## config.mk

```make
export PLATFORM = sky130hd
export DESIGN_NAME = out_port_scheduler_flat
export DESIGN_NICKNAME = d
export VERILOG_FILES = /design/src/rtl/router_pkg.sv /design/src/rtl/out_port_scheduler_if.sv /design/src/rtl/out_port_scheduler_rr_pick.sv /design/src/rtl/out_port_scheduler.sv /design/src/flat_wrapper.sv
export SDC_FILE = /design/constraint.sdc
export NUM_CORES = 1
export LEC_CHECK = 0
export ABC_CLOCK_PERIOD_IN_PS = 4200
export CORE_MARGIN = 2
export CORE_UTILIZATION = 30
export CTS_CLUSTER_SIZE = 40
export DETAILED_ROUTE_END_ITERATION = 8
export GPL_ROUTABILITY_DRIVEN = 0
export GPL_TIMING_DRIVEN = 0
export PLACE_DENSITY = 0.61
export SETUP_SLACK_MARGIN = 0.3
export SLEW_MARGIN = 15
export SYNTH_ARGS = -nofsm -noshare
export SYNTH_HDL_FRONTEND = slang
export SYNTH_HIERARCHICAL = 1
export SYNTH_SLANG_ARGS = --single-unit
export TNS_END_PERCENT = 5
```

## constraint.sdc

```tcl
create_clock -name clk -period 4.2 [get_ports clk]
set_clock_uncertainty 0.1 [all_clocks]
set_input_delay 0.84 -clock clk [delete_from_list [all_inputs] [get_ports clk]]
set_output_delay 0.84 -clock clk [all_outputs]
set_load 0.1 [all_outputs]
```

## src/rtl/router_pkg.sv

```systemverilog
// Shared router definitions: scheduler state encoding, arbiter slot directions,
// default timing limits and a small priority helper.
package router_pkg;

    typedef enum logic [1:0] {
        IDLE      = 2'd0,
        GRANT     = 2'd1,
        WAIT_FILL = 2'd2
    } sched_state_e;

    localparam int unsigned DIR_PE = 0;
    localparam int unsigned DIR_W  = 1;
    localparam int unsigned DIR_S  = 2;
    localparam int unsigned DIR_N  = 3;

    localparam int unsigned DEF_FILL_TIMEOUT = 7;
    localparam int unsigned DEF_STARVE_LIMIT = 12;

    function automatic logic [1:0] lowest_set(input logic [3:0] v);
        logic [1:0] idx;
        logic       found;
        idx   = '0;
        found = 1'b0;
        for (int unsigned i = 0; i < 4; i++) begin
            if (!found && v[i]) begin
                idx   = 2'(i);
                found = 1'b1;
            end
        end
        return idx;
    endfunction

endpackage

```

## src/rtl/out_port_scheduler_if.sv

```systemverilog
// Request/grant bundle between the input interfaces, one output-port scheduler
// and its output controller.
interface out_port_scheduler_if #(
    parameter int unsigned NUM_REQ = 4
);
    logic               polarity;
    logic               empty;
    logic [NUM_REQ-1:0] req;
    logic [NUM_REQ-1:0] grant;
    logic [NUM_REQ-1:0] clear;
    logic [1:0]         grant_idx;
    logic               busy;
    logic               err;
    logic [NUM_REQ-1:0] starve;

    modport master (
        input  polarity, empty, req,
        output grant, clear, grant_idx, busy, err, starve
    );

    modport slave (
        output polarity, empty, req,
        input  grant, clear, grant_idx, busy, err, starve
    );
endinterface

```

## src/rtl/out_port_scheduler_rr_pick.sv

```systemverilog
// Combinational rotate-priority picker: first requester at or after ptr wins.
module rr_pick #(
    parameter int unsigned NUM_REQ = 4
) (
    input  logic [NUM_REQ-1:0] req,
    input  logic [1:0]         ptr,
    output logic [NUM_REQ-1:0] win_oh,
    output logic [1:0]         win_idx,
    output logic               valid
);
    logic [1:0] cand;

    always_comb begin
        win_oh  = '0;
        win_idx = '0;
        valid   = 1'b0;
        cand    = '0;
        // 2-bit add gives the mod-4 wrap of the search order for free
        for (int unsigned k = 0; k < NUM_REQ; k++) begin
            cand = ptr + 2'(k);
            if (!valid && req[cand]) begin
                valid        = 1'b1;
                win_idx      = cand;
                win_oh[cand] = 1'b1;
            end
        end
    end
endmodule

```

## src/rtl/out_port_scheduler.sv

```systemverilog
// Output-port scheduler: round-robin grant of a single-entry output buffer, phase
// aligned, with fill confirmation. OUT_SCHED_STARVE_MON_EN adds starvation override.
module out_port_scheduler
    import router_pkg::*;
#(
    parameter int unsigned NUM_REQ      = 4,
    parameter logic        ARB_PHASE    = 1'b0,
    parameter int unsigned FILL_TIMEOUT = DEF_FILL_TIMEOUT,
    parameter int unsigned STARVE_LIMIT = DEF_STARVE_LIMIT
) (
    input logic                  clk,
    input logic                  reset,
    out_port_scheduler_if.master bus
);

    if (NUM_REQ != 4 || FILL_TIMEOUT < 1 || FILL_TIMEOUT > 15 || STARVE_LIMIT > 15) begin : g_param_check
        $error("out_port_scheduler: unsupported parameter set");
    end

    sched_state_e       state_q, state_d;
    logic [1:0]         ptr_q, ptr_d;
    logic [1:0]         idx_q, idx_d;
    logic [NUM_REQ-1:0] grant_q, grant_d;
    logic               busy_q, busy_d;
    logic               err_q, err_d;
    logic [3:0]         fill_q, fill_d;

    logic [NUM_REQ-1:0] rr_oh;
    logic [1:0]         rr_idx;
    logic               rr_valid;
    logic [NUM_REQ-1:0] win_oh;
    logic [1:0]         win_idx;

    rr_pick #(.NUM_REQ(NUM_REQ)) u_pick (
        .req     (bus.req),
        .ptr     (ptr_q),
        .win_oh  (rr_oh),
        .win_idx (rr_idx),
        .valid   (rr_valid)
    );

`ifdef OUT_SCHED_STARVE_MON_EN
    logic [3:0]         wait_q [NUM_REQ];
    logic [3:0]         wait_d [NUM_REQ];
    logic [NUM_REQ-1:0] starve_flag;
    logic [NUM_REQ-1:0] starve_req;

    always_comb begin
        for (int unsigned i = 0; i < NUM_REQ; i++) begin
            wait_d[i] = '0;
            if (bus.req[i] && !grant_q[i]) begin
                wait_d[i] = (wait_q[i] == 4'hF) ? wait_q[i] : wait_q[i] + 4'd1;
            end
            starve_flag[i] = (32'(wait_q[i]) >= STARVE_LIMIT);
        end
    end

    always_ff @(posedge clk) begin
        for (int unsigned i = 0; i < NUM_REQ; i++) begin
            if (!reset) begin
                wait_q[i] <= '0;
            end else begin
                wait_q[i] <= wait_d[i];
            end
        end
    end

    // Starving requesters pre-empt round-robin, lowest index first
    assign starve_req = starve_flag & bus.req;
    assign win_idx    = (|starve_req) ? lowest_set(starve_req) : rr_idx;
    assign win_oh     = (|starve_req) ? (NUM_REQ'(1) << lowest_set(starve_req)) : rr_oh;
    assign bus.starve = starve_flag;
`else
    assign win_idx    = rr_idx;
    assign win_oh     = rr_oh;
    assign bus.starve = '0;
`endif

    always_comb begin
        state_d = state_q;
        ptr_d   = ptr_q;
        idx_d   = idx_q;
        grant_d = '0;
        err_d   = err_q;
        fill_d  = fill_q;
        case (state_q)
            IDLE: begin
                if (bus.empty && rr_valid && (bus.polarity == ARB_PHASE)) begin
                    idx_d   = win_idx;
                    grant_d = win_oh;
                    state_d = GRANT;
                end
            end
            GRANT: begin
                ptr_d   = idx_q + 2'd1;
                fill_d  = '0;
                state_d = WAIT_FILL;
            end
            WAIT_FILL: begin
                if (!bus.empty) begin
                    state_d = IDLE;
                end else begin
                    fill_d = fill_q + 4'd1;
                    if (32'(fill_d) == FILL_TIMEOUT) begin
                        err_d   = 1'b1;
                        state_d = IDLE;
                    end
                end
            end
            default: state_d = IDLE;
        endcase
        busy_d = (state_d != IDLE);
    end

    always_ff @(posedge clk) begin
        if (!reset) begin
            state_q <= IDLE;
            ptr_q   <= '0;
            idx_q   <= '0;
            grant_q <= '0;
            busy_q  <= 1'b0;
            err_q   <= 1'b0;
            fill_q  <= '0;
        end else begin
            state_q <= state_d;
            ptr_q   <= ptr_d;
            idx_q   <= idx_d;
            grant_q <= grant_d;
            busy_q  <= busy_d;
            err_q   <= err_d;
            fill_q  <= fill_d;
        end
    end

    assign bus.grant     = grant_q;
    assign bus.clear     = grant_q;
    assign bus.grant_idx = idx_q;
    assign bus.busy      = busy_q;
    assign bus.err       = err_q;

endmodule

```

## src/flat_wrapper.sv

```systemverilog
// flat-port wrapper written by rule: the top's interface ports become plain ports
module out_port_scheduler_flat import router_pkg::*;
#(
    parameter int unsigned NUM_REQ      = 4,
    parameter logic        ARB_PHASE    = 1'b0,
    parameter int unsigned FILL_TIMEOUT = DEF_FILL_TIMEOUT,
    parameter int unsigned STARVE_LIMIT = DEF_STARVE_LIMIT
)
  (clk, reset, bus_polarity, bus_empty, bus_req, bus_grant, bus_clear, bus_grant_idx, bus_busy, bus_err, bus_starve);
  out_port_scheduler_if #(.NUM_REQ(NUM_REQ)) bus_i ();
  input logic clk;
  input logic reset;
  input wire logic [$bits(bus_i.polarity)-1:0] bus_polarity;
  input wire logic [$bits(bus_i.empty)-1:0] bus_empty;
  input wire logic [$bits(bus_i.req)-1:0] bus_req;
  output wire logic [$bits(bus_i.grant)-1:0] bus_grant;
  output wire logic [$bits(bus_i.clear)-1:0] bus_clear;
  output wire logic [$bits(bus_i.grant_idx)-1:0] bus_grant_idx;
  output wire logic [$bits(bus_i.busy)-1:0] bus_busy;
  output wire logic [$bits(bus_i.err)-1:0] bus_err;
  output wire logic [$bits(bus_i.starve)-1:0] bus_starve;
  assign bus_i.polarity = bus_polarity;
  assign bus_i.empty = bus_empty;
  assign bus_i.req = bus_req;
  assign bus_grant = bus_i.grant;
  assign bus_clear = bus_i.clear;
  assign bus_grant_idx = bus_i.grant_idx;
  assign bus_busy = bus_i.busy;
  assign bus_err = bus_i.err;
  assign bus_starve = bus_i.starve;
  out_port_scheduler #(.NUM_REQ(NUM_REQ), .ARB_PHASE(ARB_PHASE), .FILL_TIMEOUT(FILL_TIMEOUT), .STARVE_LIMIT(STARVE_LIMIT)) u_core (.clk(clk), .reset(reset), .bus(bus_i));
endmodule
```

==> results.md <==
* Worst-case headroom to the max-slew limit at 0.341
* Highest clock rate at around 0.35 GHz
* Highest fanout seen on the critical path at 6
* Area of the die at approximately 0.0045 mm²
* Maximum buffer depth of the clock tree at 2
* Combinational family with the most area after synthesis: simple AND/OR/NAND/NOR gates
* Hold_ws at about 350 ps
* Leading cell type in the layout, fill and taps excluded: sky130_fd_sc_hd__clkdlybuf4s50_1
* Deepest level of the CTS H-tree at 1
* Highest metal layer used by the detailed router: met4
* Global-route congestion overflow total at 0
* DR WL/cell at about 13 µm
* Final critical-path share of the clock period at 0.681
* Buffers inserted during post-CTS setup optimization at 0
* Via count of the first global-routing pass at 1,031
* Number of antenna diodes at 0
* Endpoint class of the critical path: flip-flop
* Number of top-level design ports at 24
* Worst slew pin tran at 986 ps
* Total of max-cap violations at 0
* Count of antenna-violating nets left after detailed routing at 0
* Final setup TNS at 0 ps
* Wire length of the first global-routing pass at ~4300 µm
* Cell type with the highest aggregate area in the netlist: sky130_fd_sc_hd__dfxtp_1
* Shortest clock period the worst path allows after layout at between 2000 and 3000 ps
* Count of final max-slew check failures at 0
* Number of standard cells after synthesis at roughly 130
* Floorplan die height at just under 70 µm
* Cts repair resizes at 0
* Status: completed
* Antenna violations before repair at 0
* Final setup violation count at 0
* RSZ-0062 raised after global routing: false
* Type of the worst setup path: in2reg
* Sequential cell area fraction in the yosys report at 0.265
* Vias post-DR at between 1,000 and 1,500
* Clock insertion delay at the later pin of the skew report at 250 ps
* Final HPWL from detailed placement at between 2000 and 2500 µm
* Share of synthesized registers carrying an async set or reset at 0
* Wire length after detailed routing at 2640 µm
* Warnings, synthesis at 6
* Portion of synthesized cell area occupied by the leading cell type at 0.265
* Number of enable-type register cells in the synthesized netlist at 0
* Leakage power at just under 0.6 nW
* CTS sink count at 16
* Post-synthesis area per instance at just over 9 µm²
* Clock-pin slew of the registers on the worst-case setup and hold paths at 60 ps
* Number of port buffers at 19
* Count of routing violations after the opening detailed-route iteration at 41
* Cells taking the most area after synthesis: sky130_fd_sc_hd__dfxtp_1 27%, sky130_fd_sc_hd__ha_1 7.3%, sky130_fd_sc_hd__a22oi_1 5.0%, sky130_fd_sc_hd__buf_4 5.0%, sky130_fd_sc_hd__mux4_1 4.4%
* Total power after layout at 0.414 mW
* Adder-Cell Fraction of Synth Area at 0.0725
* Routed length on met1 at between 1000 and 1500 µm
* Initial core utilization at 0.306
* Number of hold buffers added after cts at 0
* Pin count of the biggest net entering global routing at 11
* Initial DRT Pass Iterations at 4
* Fraction of layout cells with a size suffix above 1 at 0.161
* Number of clock buffers inserted by TritonCTS at 3
* Unique masters post-synth at 42
* Met2 WL post-DR at roughly 1400 µm
* Area fraction in compound gates after synthesis at 0.183
* Drc violations at 0
* Minimum setup slack after placement at between 1000 and 1500 ps
* Commonest cells after routing, fill and taps aside: 19 x sky130_fd_sc_hd__clkdlybuf4s50_1, 16 x sky130_fd_sc_hd__dfxtp_1
* Synthesized-area fraction occupied by xor and xnor cells at 0.00725
* Mapped Area at approximately 0.0012 mm²
* TritonCTS clock tree: done
* Via density at about 5
* Number of filler cells placed in the layout at 389
* Signed area change from the synthesized netlist to the final layout at 26.4%
* Final setup margin at between 1000 and 1500 ps
* VDD IR-drop max at 0.167 mV
* Hold violation count in the final report at 0
* Launching element type of the critical path: input pin
* Power density cells at 271 mW/mm²
* Req. time, crit path at 4240 ps
* CORE AREA at roughly 0.0039 mm²
* Global router's overall resource usage at 0.123
* Number of placement rows at 23
* Data arrival at the endpoint of the critical path at around 2900 ps
* Total met3 wirelength after detailed routing at 99 µm
* Min-delay worst type: reg2reg
* Floorplan die width at between 60 and 70 µm
* Cell chosen for the clock root: sky130_fd_sc_hd__clkbuf_8
* Portion of netlist area occupied by mux cells at 0.141
* Number of nets at the end of the flow at about 170
* Top_reg_cell synth: sky130_fd_sc_hd__dfxtp_1
* Simple-gate share of the synthesized area at 0.230
* Flip-flop and latch count after synthesis at 16
-- sequential cells by signal, indices dropped and copies added (netlist names) --
| register | cells |
|---|---|
| u_core/bus.clear | 4 |
| u_core/fill_q | 4 |
| u_core/bus.grant_idx | 2 |
| u_core/ptr_q | 2 |
| u_core/state_q | 2 |
| u_core/bus.busy | 1 |
| u_core/bus.err | 1 |
-- power by group --
part	internal, mW	switching [mW]	leakage [nW]
Sequential	0.156	0.00476	0.130
Clock	0.0831	0.0500	0.0288
Combinational	0.0435	0.0762	0.429
Total	0.283	0.131	0.588
-- kinds of logic after synthesis --
logic type	after synthesis
xor gates and xnor gates	1
and+or+nand+nor	42
AOI/OAI and AO/OA	32
DFF	16
adders and majority gates	7
muxes	11
other	1
buffers and inverters	19
-- stage by stage --
stage	cells	area, µm²	utilization
3_5_place_dp	201	1470	0.373
2_1_floorplan	132	1220	-
3_3_place_gp	201	1470	0.373
4_1_cts	205	1530	0.387
5_1_grt	205	1530	0.387
6_report	205	1530	0.387
-- critical path, stage by stage --
cell,delay (ps)
sky130_fd_sc_hd__clkdlybuf4s50_1,490
sky130_fd_sc_hd__mux4_1,670
sky130_fd_sc_hd__nor4b_4,390
sky130_fd_sc_hd__nor2_1,100
sky130_fd_sc_hd__a32o_1,220
sky130_fd_sc_hd__mux2i_1,130
sky130_fd_sc_hd__nor2b_1,60
-- layer usage --
metal,vias up,GRT usage
met5,-,0
met4,0,0.0816
met3,5,0.0200
met2,28,0.215
met1,504,0.137
li1,514,-
-- final cells by class --
type	count	area [µm²]	area share
Inverter	6	22.5	0.0148
Multi-Input combinational cell	97	781	0.511
Timing Repair Buffer	19	190	0.125
Clock buffer	4	55.1	0.0361
Tap cell	50	62.6	0.0410
Sequential cell	16	320	0.210
Buffer	13	95.1	0.0623
-- synthesized netlist by cell type, types with 3 or more instances --
master / count
sky130_fd_sc_hd__dfxtp_1: 16
sky130_fd_sc_hd__mux2i_1: 5
sky130_fd_sc_hd__nor2b_1: 7
sky130_fd_sc_hd__nand2_1: 8
sky130_fd_sc_hd__buf_4: 8
sky130_fd_sc_hd__a22oi_1: 8
sky130_fd_sc_hd__nand2b_1: 3
sky130_fd_sc_hd__ha_1: 7
sky130_fd_sc_hd__and2_1: 4
sky130_fd_sc_hd__nor2_1: 4
sky130_fd_sc_hd__inv_1: 6
sky130_fd_sc_hd__o21ai_0: 8
-- worst paths after layout --
path                                 startpoint                      end  slack (ps)  cells after the start
worst max-delay path                 bus_req[3]  u_core/bus.grant_idx[1]        1340                      7
worst min-delay path             u_core/bus.err           u_core/bus.err         350                      2
worst max register to register  u_core/ptr_q[1]  u_core/bus.grant_idx[1]        1510                      9
worst min register to register   u_core/bus.err           u_core/bus.err         350                      2
Note: power is estimated with default switching activity, not from simulation.
